### config.mk
export PLATFORM = sky130hd
export DESIGN_NAME = pixel_readback_port
export DESIGN_NICKNAME = d
export VERILOG_FILES = /design/src/rtl/readback_pkg.sv /design/src/rtl/sync_word_fifo.sv /design/src/rtl/pixel_readback_port.sv
export SDC_FILE = /design/constraint.sdc
export NUM_CORES = 1
export LEC_CHECK = 0
export CELL_PAD_IN_SITES_DETAIL_PLACEMENT = 1
export CELL_PAD_IN_SITES_GLOBAL_PLACEMENT = 1
export CORE_MARGIN = 2
export CORE_UTILIZATION = 45
export DETAILED_ROUTE_END_ITERATION = 8
export HOLD_SLACK_MARGIN = 0.03
export PLACE_DENSITY = 0.75
export SYNTH_ARGS = -nofsm -noshare
export SYNTH_HDL_FRONTEND = slang
export SYNTH_SLANG_ARGS = --single-unit
export TNS_END_PERCENT = 5
### constraint.sdc
create_clock -name clk -period 4.7 [get_ports clk]
set_clock_uncertainty 0.05 [all_clocks]
set_input_delay 0.94 -clock clk [delete_from_list [all_inputs] [get_ports clk]]
set_output_delay 0.94 -clock clk [all_outputs]
set_load 0.02 [all_outputs]
### src/rtl/readback_pkg.sv
// Shared definitions for the processed-pixel readback port: register offsets, field positions, status layout.
package readback_pkg;

    localparam int unsigned LANES = 4;

    localparam logic [3:0] OFF_DATA     = 4'h0;
    localparam logic [3:0] OFF_STATUS   = 4'h4;
    localparam logic [3:0] OFF_CTRL     = 4'h8;
    localparam logic [3:0] OFF_PIXCOUNT = 4'hC;

    localparam int unsigned ST_EMPTY     = 8;
    localparam int unsigned ST_FULL      = 9;
    localparam int unsigned ST_UNDERFLOW = 10;
    localparam int unsigned ST_PARTIAL   = 11;
    localparam int unsigned ST_DROP_LSB  = 16;

    localparam int unsigned CTRL_CLEAR   = 0;
    localparam int unsigned CTRL_IRQ_EN  = 1;
    localparam int unsigned CTRL_THR_LSB = 8;

    // STATUS register image, MSB first
    typedef struct packed {
        logic [15:0] drops;
        logic [3:0]  rsvd;
        logic        partial;
        logic        underflow;
        logic        full;
        logic        empty;
        logic [7:0]  level;
    } status_t;

endpackage

### src/rtl/sync_word_fifo.sv
// Single-clock 32-bit word FIFO with occupancy level and synchronous clear.
module sync_word_fifo #(
    parameter int unsigned DEPTH_LOG2 = 4
) (
    input  logic                  clk,
    input  logic                  resetn,
    input  logic                  clear,
    input  logic                  push,
    input  logic [31:0]           push_data,
    input  logic                  pop,
    output logic [31:0]           head,
    output logic [DEPTH_LOG2:0]   level,
    output logic [DEPTH_LOG2:0]   level_nxt
);
    localparam int unsigned DEPTH = 1 << DEPTH_LOG2;
    localparam int unsigned PTR_W = DEPTH_LOG2;
    localparam int unsigned LVL_W = DEPTH_LOG2 + 1;

    logic [31:0]      mem [DEPTH];
    logic [PTR_W-1:0] wr_ptr;
    logic [PTR_W-1:0] rd_ptr;

    assign head = mem[rd_ptr];

    always_comb begin
        level_nxt = level;
        if (clear) begin
            level_nxt = '0;
        end else if (push && !pop) begin
            level_nxt = level + LVL_W'(1);
        end else if (pop && !push) begin
            level_nxt = level - LVL_W'(1);
        end
    end

    always_ff @(posedge clk) begin
        if (!resetn) begin
            wr_ptr <= '0;
            rd_ptr <= '0;
            level  <= '0;
        end else begin
            level <= level_nxt;
            if (clear) begin
                wr_ptr <= '0;
                rd_ptr <= '0;
            end else begin
                if (push) wr_ptr <= wr_ptr + PTR_W'(1);
                if (pop)  rd_ptr <= rd_ptr + PTR_W'(1);
            end
        end
    end

    // Storage is not reset; the pointers define validity
    always_ff @(posedge clk) begin
        if (push && !clear) mem[wr_ptr] <= push_data;
    end

endmodule

### src/rtl/pixel_readback_port.sv
// Packs the processed-pixel stream four-per-word into a FIFO and exposes it to firmware over iomem.
module pixel_readback_port
    import readback_pkg::*;
#(
    parameter int unsigned DEPTH_LOG2 = 4,
    parameter int unsigned CNT_W      = 16
) (
    input  logic        clk,
    input  logic        resetn,
    input  logic        pix_valid,
    input  logic [7:0]  pix_data,
    input  logic        pix_last,
    output logic        pix_ready,
    input  logic        iomem_valid,
    output logic        iomem_ready,
    input  logic [3:0]  iomem_wstrb,
    input  logic [3:0]  iomem_addr,
    input  logic [31:0] iomem_wdata,
    output logic [31:0] iomem_rdata,
    output logic        irq
);
    localparam int unsigned LVL_W = DEPTH_LOG2 + 1;
    localparam int unsigned DEPTH = 1 << DEPTH_LOG2;

    logic [1:0]       pack_cnt;
    logic [31:0]      shift_word;
    logic [31:0]      pix_count;
    logic [CNT_W-1:0] drop_cnt;
    logic             underflow;
    logic             irq_en;
    logic [7:0]       threshold;

    logic [31:0]      head_c;
    logic [31:0]      push_word_c;
    logic [31:0]      rd_mux_c;
    logic [LVL_W-1:0] level_c;
    logic [LVL_W-1:0] level_nxt_c;
    logic [3:0]       reg_off_c;
    status_t          status_c;
    logic full_c, empty_c, bus_go_c, bus_rd_c, ctrl_wr_c, clr_c;
    logic accept_c, drop_c, push_c, pop_c, underrun_c;
    logic unused_bits_c;

    assign full_c      = (level_c == LVL_W'(DEPTH));
    assign empty_c     = (level_c == '0);
    assign pix_ready   = !full_c;
    assign reg_off_c   = {iomem_addr[3:2], 2'b00};
    assign bus_go_c    = iomem_valid && !iomem_ready;
    assign bus_rd_c    = bus_go_c && (iomem_wstrb == 4'b0000);
    assign ctrl_wr_c   = bus_go_c && (iomem_wstrb != 4'b0000) && (reg_off_c == OFF_CTRL);
    assign clr_c       = ctrl_wr_c && iomem_wstrb[0] && iomem_wdata[CTRL_CLEAR];
    // A clear landing in the same cycle swallows any incoming pixel
    assign accept_c    = pix_valid && !full_c && !clr_c;
    assign drop_c      = pix_valid && full_c && !clr_c;
    assign push_c      = accept_c && (pix_last || (pack_cnt == 2'(LANES - 1)));
    assign pop_c       = bus_rd_c && (reg_off_c == OFF_DATA) && !empty_c;
    assign underrun_c  = bus_rd_c && (reg_off_c == OFF_DATA) && empty_c;
    assign push_word_c = shift_word | (32'(pix_data) << {pack_cnt, 3'b000});
    assign unused_bits_c = &{1'b0, iomem_addr[1:0], iomem_wdata[31:16], iomem_wdata[7:2]};

    sync_word_fifo #(
        .DEPTH_LOG2 (DEPTH_LOG2)
    ) u_fifo (
        .clk       (clk),
        .resetn    (resetn),
        .clear     (clr_c),
        .push      (push_c),
        .push_data (push_word_c),
        .pop       (pop_c),
        .head      (head_c),
        .level     (level_c),
        .level_nxt (level_nxt_c)
    );

    always_comb begin
        status_c           = '0;
        status_c.level     = 8'(level_c);
        status_c.empty     = empty_c;
        status_c.full      = full_c;
        status_c.underflow = underflow;
        status_c.partial   = (pack_cnt != 2'd0);
        status_c.drops     = 16'(drop_cnt);
    end

    always_comb begin
        rd_mux_c = '0;
        case (reg_off_c)
            OFF_DATA:     rd_mux_c = empty_c ? 32'd0 : head_c;
            OFF_STATUS:   rd_mux_c = status_c;
            OFF_CTRL:     rd_mux_c = {16'd0, threshold, 6'd0, irq_en, 1'b0};
            OFF_PIXCOUNT: rd_mux_c = pix_count;
            default:      rd_mux_c = '0;
        endcase
    end

    always_ff @(posedge clk) begin
        if (!resetn) begin
            pack_cnt    <= '0;
            shift_word  <= '0;
            pix_count   <= '0;
            drop_cnt    <= '0;
            underflow   <= 1'b0;
            irq_en      <= 1'b0;
            threshold   <= '0;
            iomem_ready <= 1'b0;
            iomem_rdata <= '0;
            irq         <= 1'b0;
        end else begin
            iomem_ready <= bus_go_c;
            iomem_rdata <= bus_rd_c ? rd_mux_c : 32'd0;
            if (clr_c) begin
                pack_cnt   <= '0;
                shift_word <= '0;
                pix_count  <= '0;
                drop_cnt   <= '0;
                underflow  <= 1'b0;
            end else begin
                if (accept_c) begin
                    pix_count <= pix_count + 32'd1;
                    if (push_c) begin
                        pack_cnt   <= '0;
                        shift_word <= '0;
                    end else begin
                        pack_cnt   <= pack_cnt + 2'd1;
                        shift_word <= push_word_c;
                    end
                end else if (drop_c) begin
                    if (drop_cnt != '1) drop_cnt <= drop_cnt + CNT_W'(1);
                    if (pix_last) begin
                        pack_cnt   <= '0;
                        shift_word <= '0;
                    end
                end
                if (underrun_c) underflow <= 1'b1;
            end
            if (ctrl_wr_c) begin
                if (iomem_wstrb[0]) irq_en    <= iomem_wdata[CTRL_IRQ_EN];
                if (iomem_wstrb[1]) threshold <= iomem_wdata[CTRL_THR_LSB +: 8];
            end
            irq <= irq_en && (threshold != 8'd0) && (32'(level_nxt_c) >= 32'(threshold));
        end
    end

endmodule

==> metrics.txt, run 1 <==
final core occ 0.524; family with the most delay on the worst path simple AND/OR/NAND/NOR gates; CTS H-tree depth 3; maximum capacitance violations 0; diode count 0; cell count after synthesis 1605; cell row count 88; Overall Global Routing Usage 0.231; Post-CTS Setup Inserts 0; CP Class input port to register; first-pass GRT wire length 103000 µm; combinational power share 0.031; hpwl dp 39700 µm; CTS Buffer Depth 3; Worst-Skew Late Latency a little over 0.6 ns; antenna violations before repair 2; Placed Instance Area 0.0279 mm²; share of post-route cells with drive strength above 1 0.193; Hold WC Path Type register to register; Lkg Pwr around 10 nW; post-route ant nets 0; wire per inst 27.1 µm; TritonCTS buffer count 70; Top FF cell, synth edfxtp_1; Die Ht 245 µm; Clock Sinks 655; initial DRC count 1382; Most common cell on crit path buf_4; post-synthesis sequential area ratio 0.698; Syn Area/Cell 16.3 µm²; Max Slew Vio Count 0; CTS tree done; fin cells 2513; Flop pwr share 0.518; worst-path fanout max 20; Synth Register Bits 655; asr flop ratio synth 0; drc violations 0; IO buf count 63; post_cts resized 0; CP max-delay cell a211oi_1; clock slew at reported path FFs 0.06 ns; CP required 4.93 ns; status finished, final reports clean; Via Count 15100; Worst EP arrival 3.88 ns; type of origin of the critical path input port; first-pass iteration count of the detailed router 5; Peak supply drop 0.000287 V; Worst-Margin Slew 1.15 ns; CP peak stage delay 0.62 ns; internal power slightly below 10 mW; fin crit share 0.775; Yosys warning total 0; number of global-route vias before repair 16200; Final Cell Area 0.0302 mm²; largest net degree at the start of global routing 57; CTS root buf clkbuf_16; clock power share 0.451; Final min period 3.64 ns; cell total after placement 2389; die width 245 µm; die area around 0.06 mm²; routability cong. 0.850; gr ovfl total 0; syn nets approximately 1700; switching share of total power 0.209; CP bufs+invs 3; Final setup violation count 0; Power Total around 12 mW; Via density 5.99; Core ar. between 0.05 and 0.06 mm²; RSZ-0062 raised after global routing false; worst path cell trace clkdlybuf4s50_1 -> buf_4 -> nor4bb_2 -> a211oi_1 -> nand3_1 -> nor2_4 -> buf_4; Hold Vio Cnt, Final 0; Psw 2.53 mW; Yosys cell types between 60 and 70; Max-slew headroom 0.228; overall routed net length 68000 µm; EDFF count, synth 512; initial core utilization 0.454; # hold bufs at CTS 0; post-synthesis cell area 0.0261 mm²; Final nets 1766; Pwr Density 403 mW/mm²; I/O Pins 88; area grow syn2layout 15.4%; achievable frequency roughly 270 MHz; CP Capture Type register
cells by family after synthesis:
logic type	share of synthesized area
fa+ha+maj	0.00814
simple gates	0.0668
buf+inv	0.0165
flops	0.698
mux	0.144
compound gates	0.0554
xor+xnor	0.0111
cell type report:
class                      count  area, µm²
clock buffer                  96       2010
clock inverter                28        263
fill                        5359      27400
inverter                      20       75.1
multi-input combinational    845       7600
sequential                   655      18300
tap                          765        957
timing repair buffer         104        996
state kept, by name, indices dropped and copies added, names as in the netlist, named ones only:
name and cells:
u_fifo.mem 512, u_fifo.rd_ptr 4, pix_count 32, threshold 8, drop_cnt 16, u_fifo.wr_ptr 4
underflow 1, u_fifo.level 5, irq_en 1, shift_word 32, pack_cnt 2, irq 1
iomem_rdata 32, iomem_ready 1
per-stage QoR:
step                TNS [ns]  setup slack [ns]  hold WS [ns]
floorplan              -5.37           -0.0840         0.387
global placement           0             0.499         0.404
detailed placement         0             0.474         0.430
CTS                        0              1.08         0.443
global route               0             0.857         0.474
finish                     0              1.06         0.448
per-layer routing:
metal  track usage  routed length [µm]
met1         0.306               28200
met2         0.388               33900
met3        0.0428                4280
met4        0.0721                1690
met5             0                  19
worst paths after layout:
check / start / end / slack (ns) / depth (start not counted)
setup reg to reg: u_fifo.level[0] / u_fifo.mem[1][19] / 1.22 / 10
setup / recovery: iomem_addr[2] / u_fifo.mem[11][22] / 1.06 / 7
hold / removal: pix_count[31] / pix_count[31] / 0.45 / 2
hold reg to reg: pix_count[31] / pix_count[31] / 0.45 / 2
power groups by stage:
stage               sequential (mW)  combinational [mW]  clock, mW
CTS                            6.28               0.376       5.57
finish                         6.28               0.378       5.48
floorplan                      6.40               0.218          0
global route                   6.28               0.409       5.77
global placement               6.40               0.355          0
detailed placement             6.40               0.371          0
synth_stat cells, drive strengths merged, types with 3 or more instances:
master / count / area (µm²)
and3: 6 / 37.5
ha: 17 / 213
mux4: 126 / 2840
mux2: 29 / 327
xor2: 9 / 78.8
a2111oi: 4 / 35.0
o211ai: 6 / 50.1
inv: 20 / 75.1
nor3: 20 / 100
nor3b: 9 / 67.6
a21boi: 9 / 67.6
edfxtp: 512 / 15400
a21oi: 90 / 450
mux2i: 61 / 611
a31oi: 3 / 18.8
nor2b: 6 / 37.5
buf: 29 / 146
or2: 3 / 18.8
a22oi: 7 / 52.6
o22ai: 27 / 169
nand4: 14 / 93.8
a211oi: 8 / 60.1
dfxtp: 143 / 2860
a21o: 35 / 263
nor4: 10 / 68.8
clkbuf: 56 / 210
nand2b: 3 / 18.8
and2: 6 / 37.5
or3: 12 / 75.1
nand2: 79 / 297
o21ai: 22 / 110
o2111ai: 4 / 52.6
and4: 8 / 72.6
nand3: 38 / 190
xnor2: 24 / 210
nand3b: 4 / 30.0
nor2: 117 / 439
or4: 7 / 56.3
cells in the final DEF (no fill, tap or decap), drive strengths merged, types with 10 or more instances in the layout:
cell type      netlist  routed
a21o                35      35
a21oi               90      90
buf                 29      42
clkbuf              56      96
clkdlybuf4s50        0      62
clkinv               0      20
dfxtp              143     143
edfxtp             512     512
ha                  17      17
inv                 20      21
mux2                29      29
mux2i               61      61
mux4               126     126
nand2               79      79
nand3               38      38
nand4               14      14
nor2               117     117
nor3                20      20
nor4                10      10
o21ai               22      22
o22ai               27      27
or3                 12      12
xnor2               24      24
worst reg2reg max path, cell delays in order, from the launching register on:
cell,delay (ns)
dfxtp_1,0.46
inv_1,0.11
ha_1,0.23
nor4bb_4,0.18
inv_2,0.18
o211ai_1,0.11
buf_4,0.20
nor2_1,0.39
nand2_1,0.33
nor3_2,0.18
buf_4,0.62
No activity file was read; power rests on OpenSTA's default activity.
==> run 2, diff against run 1 <==
==> constraint.sdc (replaced) <==
create_clock -name clk -period 3.3 [get_ports clk]
set_clock_uncertainty 0.05 [all_clocks]
set_input_delay 0.66 -clock clk [delete_from_list [all_inputs] [get_ports clk]]
set_output_delay 0.66 -clock clk [all_outputs]
set_load 0.02 [all_outputs]
==> run 2 against run 1 <==
Sequential power increased by 42%; count of clock-buffer cells in the layout decreased by 10; combinational power increased by 54%; sequential share of layout area decreased by 1.2 points; register-to-register slack got worse by 1.1 ns; critical path depth increased by 5; critical path type is now register to register.
==> metrics.txt, run 2 (synthesized netlist as in run 1, its figures left out) <==
CP Class register to register (was input port to register); clock power share 0.445 (was 0.451); maximum capacitance violations 0 (unchanged); initial DRC count 1325 (was 1382); cell row count 88 (unchanged); Clock Sinks 655 (unchanged); initial core utilization 0.454 (unchanged); hpwl dp 41600 µm (was 39700 µm); number of global-route vias before repair 16500 (was 16200); routability cong. 0.862 (was 0.850); CTS tree done (unchanged); Largest register FFs 512 (unchanged); most frequent cells in the layout edfxtp_1 (512), dfxtp_1 (138), mux4_2 (126), nor2_1 (104), a21oi_1 (90) (was edfxtp_1 (512), dfxtp_1 (139), mux4_2 (126), nor2_1 (104), a21oi_1 (90)); Worst-Margin Slew 0.899 ns (was 1.15 ns); CTS H-tree depth 3 (unchanged); switching share of total power 0.210 (was 0.209); Final setup violation count 0 (unchanged); CTS Buffer Depth 3 (unchanged); worst-path fanout max 8 (was 20); largest net degree at the start of global routing 62 (was 57); first-pass GRT wire length 105000 µm (was 103000 µm); Hold Crit Depth 2 (unchanged); Max-slew headroom 0.395 (was 0.228); hold_sp threshold[3] (was pix_count[31]); cell total after placement 2436 (was 2389); Die Ht 245 µm (unchanged); Via density 5.95 (was 5.99); Max Slew Vio Count 0 (unchanged); CTS root buf clkbuf_16 (unchanged); Psw 3.61 mW (was 2.53 mW); IO buf count 63 (unchanged); fin cells 2559 (was 2513); Hold Vio Cnt, Final 0 (unchanged); diode count 0 (unchanged); internal power 13.6 mW (was 9.60 mW); status finished, final reports clean (unchanged); share of post-route cells with drive strength above 1 0.214 (was 0.193); CP required 3.72 ns (was 4.93 ns); multi-input logic area 0.00762 mm² (was 0.00760 mm²); reg2reg setup slack 0.10 ns (was 1.22 ns); type of origin of the critical path register (was input port); end of the worst register-to-register path irq (was u_fifo.mem[1][19]); drc violations 0 (unchanged); FF-to-FF path depth 12 (was 10); Reg with most FFs u_fifo.mem (unchanged); achievable frequency 313 MHz; die area 0.0600 mm² (unchanged); fill cell count 5299 (was 5359); commonest non-fill, non-tap cell in the layout edfxtp_1 (unchanged); wire per inst 27.0 µm (was 27.1 µm); Final nets 1811 (was 1766); worst path cell trace inv_2 -> ha_2 -> or4b_4 -> and4_4 -> buf_4 -> buf_4 -> or4_1 -> a21o_1 -> a21oi_1 -> ha_1 -> a211oi_2 -> a311oi_1 (was clkdlybuf4s50_1 -> buf_4 -> nor4bb_2 -> a211oi_1 -> nand3_1 -> nor2_4 -> buf_4); final core occ 0.534 (was 0.524); Post-CTS Setup Inserts 0 (unchanged); Worst EP arrival 3.61 ns (was 3.88 ns); fin crit share 0.968; Flop pwr share 0.521 (was 0.518); antenna violations before repair 2 (unchanged); r2r startpoint u_fifo.level[1] (was u_fifo.level[0]); Overall Global Routing Usage 0.235 (was 0.231); Worst-Skew Late Latency 0.61 ns (about the same); I/O Pins 88 (unchanged); clock slew at reported path FFs 0.06 ns (about the same); Final min period 3.20 ns; Hold EP threshold[3] (was pix_count[31]); first-pass iteration count of the detailed router 5 (unchanged); CP Capture Type register (unchanged); Pwr Density 558 mW/mm² (was 403 mW/mm²); TritonCTS buffer count 68 (was 70); combinational power share 0.034 (was 0.031); Lkg Pwr 10.2 nW (was 10.0 nW); CP max-delay cell or4b_4 (was a211oi_1); Peak supply drop 0.000317 V (was 0.000287 V); Sequential Area 0.0183 mm² (about the same); Most common cell on crit path buf_4 (unchanged); Core ar. 0.0576 mm² (unchanged); Via Count 15200 (was 15100); CP peak stage delay 0.51 ns (was 0.62 ns); overall routed net length 69000 µm (was 68000 µm); Hold WC Path Type register to register (unchanged); area grow syn2layout 17.7% (was 15.4%); post-route ant nets 0 (unchanged); die width 245 µm (unchanged); gr ovfl total 0 (unchanged); # hold bufs at CTS 0 (unchanged); post_cts resized 0 (unchanged)
## run 2: worst max-delay path by stage
stage                    start           endpoint  slack [ns]  cells past startpoint
2_1_floorplan    iomem_addr[3]  u_fifo.mem[12][0]       -0.35                      6
6_report       u_fifo.level[1]                irq        0.10                     12
3_5_place_dp     iomem_addr[2]                irq       -0.16                     12
5_1_grt        u_fifo.level[1]                irq     -0.0005                     12
4_1_cts        u_fifo.level[1]                irq        0.03                     12
3_3_place_gp    iomem_wstrb[1]                irq       -0.12                     13
## run 2: cell type report
| type | instances | share of cell area |
|---|---|---|
| flip-flops and latches | 655 | 0.593 |
| multi-input cells | 845 | 0.248 |
| clock buffers | 86 | 0.0599 |
| repair buffers | 151 | 0.0536 |
| well taps | 765 | 0.0311 |
| clock inverters | 37 | 0.0119 |
| inverters | 20 | 0.00244 |
## run 2: metrics by stage
step / instance area [µm²] / TNS, ns / hold slack [ns] / worst slack (ns) / power, mW
global placement: 28500 / -0.119 / 0.408 / -0.119 / 9.65
floorplan: 26200 / -140.96 / 0.387 / -0.352 / 9.42
finish: 30800 / 0 / 0.425 / 0.105 / 17.2
global route: 30800 / -0.000485 / 0.473 / -0.000485 / 17.7
CTS: 30800 / 0 / 0.433 / 0.0264 / 17.3
detailed placement: 28500 / -0.162 / 0.421 / -0.162 / 9.68
## run 2: per-layer routing
metal / track usage / wire (µm)
met4: 0.0753 / 1680
met1: 0.310 / 28300
met5: 0 / 23
met2: 0.398 / 34900
met3: 0.0420 / 4110
## run 2: critical path: cells and delay by family, from the launching register on
kind	cells	cell delay, ns
flip-flops	1	0.35
buffers and inverters	3	0.36
AO/OA/AOI/OAI	4	0.62
adder cells (fa/ha/maj)	2	0.45
AND/OR/NAND/NOR	3	1.21
## run 2: power groups by stage
stage / clock network (mW) / logic [mW] / registers, mW
finish: 7.65 / 0.584 / 8.94
global route: 8.08 / 0.631 / 8.94
CTS: 7.78 / 0.575 / 8.94
detailed placement: 0 / 0.565 / 9.12
global placement: 0 / 0.541 / 9.11
floorplan: 0 / 0.310 / 9.11
==> run 3, diff against run 2 <==
--- a/config.mk
+++ b/config.mk
@@ -11,7 +11,7 @@
 export CORE_UTILIZATION = 45
 export DETAILED_ROUTE_END_ITERATION = 8
 export HOLD_SLACK_MARGIN = 0.03
-export PLACE_DENSITY = 0.75
+export PLACE_DENSITY = 0.73
 export SYNTH_ARGS = -nofsm -noshare
 export SYNTH_HDL_FRONTEND = slang
 export SYNTH_SLANG_ARGS = --single-unit
==> constraint.sdc (replaced) <==
create_clock -name clk -period 4.09 [get_ports clk]
set_clock_uncertainty 0.05 [all_clocks]
set_input_delay 0.818 -clock clk [delete_from_list [all_inputs] [get_ports clk]]
set_output_delay 0.818 -clock clk [all_outputs]
set_load 0.02 [all_outputs]
==> run 3 against run 2 <==
Power down 21%; first-iteration DRC count is 0.45% higher; via count is 1.5% lower; combinational power fell by 26%; utilization fell by 0.99 points; sequential share of layout area rose by 1.1 points.
==> metrics.txt, run 3 (synthesized netlist as in run 1, its figures left out) <==
status finished, final reports clean (unchanged); Max-slew headroom 0.310 (was 0.395); first-pass iteration count of the detailed router 7 (was 5); Peak supply drop 0.000297 V (was 0.000317 V); Lkg Pwr 10.0 nW (was 10.2 nW); Max Slew Vio Count 0 (unchanged); Top Layer Used met4 (was met5); share of post-route cells with drive strength above 1 0.193 (was 0.214); CP Class register to register (unchanged); Largest register FFs 512 (unchanged); clock slew at reported path FFs 0.06 ns (about the same); commonest non-fill, non-tap cell in the layout edfxtp_1 (unchanged); RSZ-0062 raised after global routing false; wire per inst 26.4 µm (was 27.0 µm); die area 0.0600 mm² (unchanged); Final Cell Area 0.0302 mm² (was 0.0308 mm²); Via Count 15000 (was 15200); fill cell count 5341 (was 5299); worst-path fanout max 23 (was 8); Pwr Density 451 mW/mm² (was 558 mW/mm²); diode count 0 (unchanged); post_cts resized 0 (unchanged); die width 245 µm (unchanged); CP max-delay cell nor2_4 (was or4b_4); met2 wire length 32800 µm (was 34900 µm); CP Capture Type register (unchanged); Most common cell on crit path buf_4 (unchanged); hpwl dp 40400 µm (was 41600 µm); met3 wire length 3710 µm (was 4110 µm); Clock Sinks 655 (unchanged); cell row count 88 (unchanged); Die Ht 245 µm (unchanged); type of origin of the critical path register (unchanged); Core ar. 0.0576 mm² (unchanged); CTS Buffer Depth 3 (unchanged); Post-CTS Setup Inserts 0 (unchanged); Hold WC Path Type register to register (unchanged); Reg with most FFs u_fifo.mem (unchanged); initial core utilization 0.454 (unchanged); CTS root buf clkbuf_16 (unchanged); Final setup violation count 0 (unchanged); gr ovfl total 0 (unchanged); Final nets 1781 (was 1811); first-pass GRT wire length 101000 µm (was 105000 µm); Worst EP arrival 3.54 ns (was 3.61 ns); Overall Global Routing Usage 0.227 (was 0.235); fin crit share 0.809 (was 0.968); IO buf count 63 (unchanged); antenna violations before repair 0 (was 2); I/O Pins 88 (unchanged); drc violations 0 (unchanged); number of global-route vias before repair 15800 (was 16500); Hold Vio Cnt, Final 0 (unchanged); Via density 5.93 (was 5.95); WL met1 28700 µm (was 28300 µm); most frequent cells in the layout edfxtp_1 (512), dfxtp_1 (139), mux4_2 (126), nor2_1 (104), a21oi_1 (90) (was edfxtp_1 (512), dfxtp_1 (138), mux4_2 (126), nor2_1 (104), a21oi_1 (90)); TNS Setup 0 ns (unchanged); initial DRC count 1331 (was 1325); area grow syn2layout 15.5% (was 17.7%); CTS H-tree depth 3 (unchanged); CP peak stage delay 0.53 ns (was 0.51 ns); TritonCTS buffer count 70 (was 68); CTS tree done (unchanged); achievable frequency 302 MHz (was 313 MHz); post-route ant nets 0 (unchanged); largest net degree at the start of global routing 50 (was 62); Placed Instance Area 0.0281 mm² (was 0.0285 mm²); # hold bufs at CTS 0 (unchanged); Final min period 3.31 ns (was 3.20 ns); overall routed net length 66700 µm (was 69000 µm); Worst-Margin Slew 1.03 ns (was 0.899 ns); routability cong. 0.820 (was 0.862); maximum capacitance violations 0 (unchanged); worst path cell trace inv_1 -> ha_1 -> nor4bb_4 -> inv_2 -> o211ai_1 -> buf_4 -> nor2_1 -> buf_4 -> nand2_1 -> nor2_4 -> buf_12 (was inv_2 -> ha_2 -> or4b_4 -> and4_4 -> buf_4 -> buf_4 -> or4_1 -> a21o_1 -> a21oi_1 -> ha_1 -> a211oi_2 -> a311oi_1); CP required 4.32 ns (was 3.72 ns); Worst-Skew Late Latency 0.60 ns (was 0.61 ns)
-- run 3: cell count changes in the layout (fill, tap and decap cells not counted), sizes merged --
cell and change:
clkbuf +12, bufinv -4, buf -32, clkinv -7, clkinvlp -2, inv +2
-- run 3: metrics by stage --
stage / instances / hold WS (ns) / setup WS (ns) / utilization / power, mW
final: 2528 / 0.433 / 0.782 / 0.524 / 13.6
after global routing: 2528 / 0.453 / 0.563 / 0.524 / 14.0
after CTS: 2528 / 0.438 / 0.753 / 0.524 / 13.7
after detailed placement: 2404 / 0.425 / 0.289 / 0.488 / 7.79
after global placement: 2404 / 0.405 / 0.236 / 0.488 / 7.77
after floorplan: 1605 / 0.387 / -0.572 / - / 7.60
-- run 3: power by group --
group	leakage, nW	internal (mW)	total (mW)	switching [mW]
Sequential	6.19	7.19	7.22	0.0246
Clock	1.03	3.41	5.97	2.56
Combinational	2.78	0.147	0.434	0.286
-- run 3: routing by layer --
metal	up-vias	global-route usage
met5	-	0
met4	0	0.0712
met3	95	0.0372
met2	476	0.374
met1	7893	0.309
li1	6530	-
-- run 3: final timing paths --
kind	to	start	slack [ns]	cells after the start
setup / recovery	u_fifo.mem[12][23]	u_fifo.level[0]	0.78	11
hold / removal	underflow	underflow	0.43	2
setup reg to reg	u_fifo.mem[12][23]	u_fifo.level[0]	0.78	11
hold reg to reg	underflow	underflow	0.43	2
-- run 3: final cells by class --
cell class	count	area, µm²	area share
clock buffers	98	1920	0.0636
inverters	20	75.1	0.00249
multi-input cells	845	7600	0.252
clock inverters	26	200	0.00663
flip-flops and latches	655	18300	0.604
well taps	765	957	0.0317
repair buffers	119	1200	0.0396
-- run 3: worst max-delay path: cells and delay by family, from the launching register on --
kind / cells / cell delay (ns)
and+or+nand+nor: 4 / 1.13
buffers and inverters: 5 / 0.98
DFF: 1 / 0.45
adders and majority gates: 1 / 0.24
AOI/OAI and AO/OA: 1 / 0.12
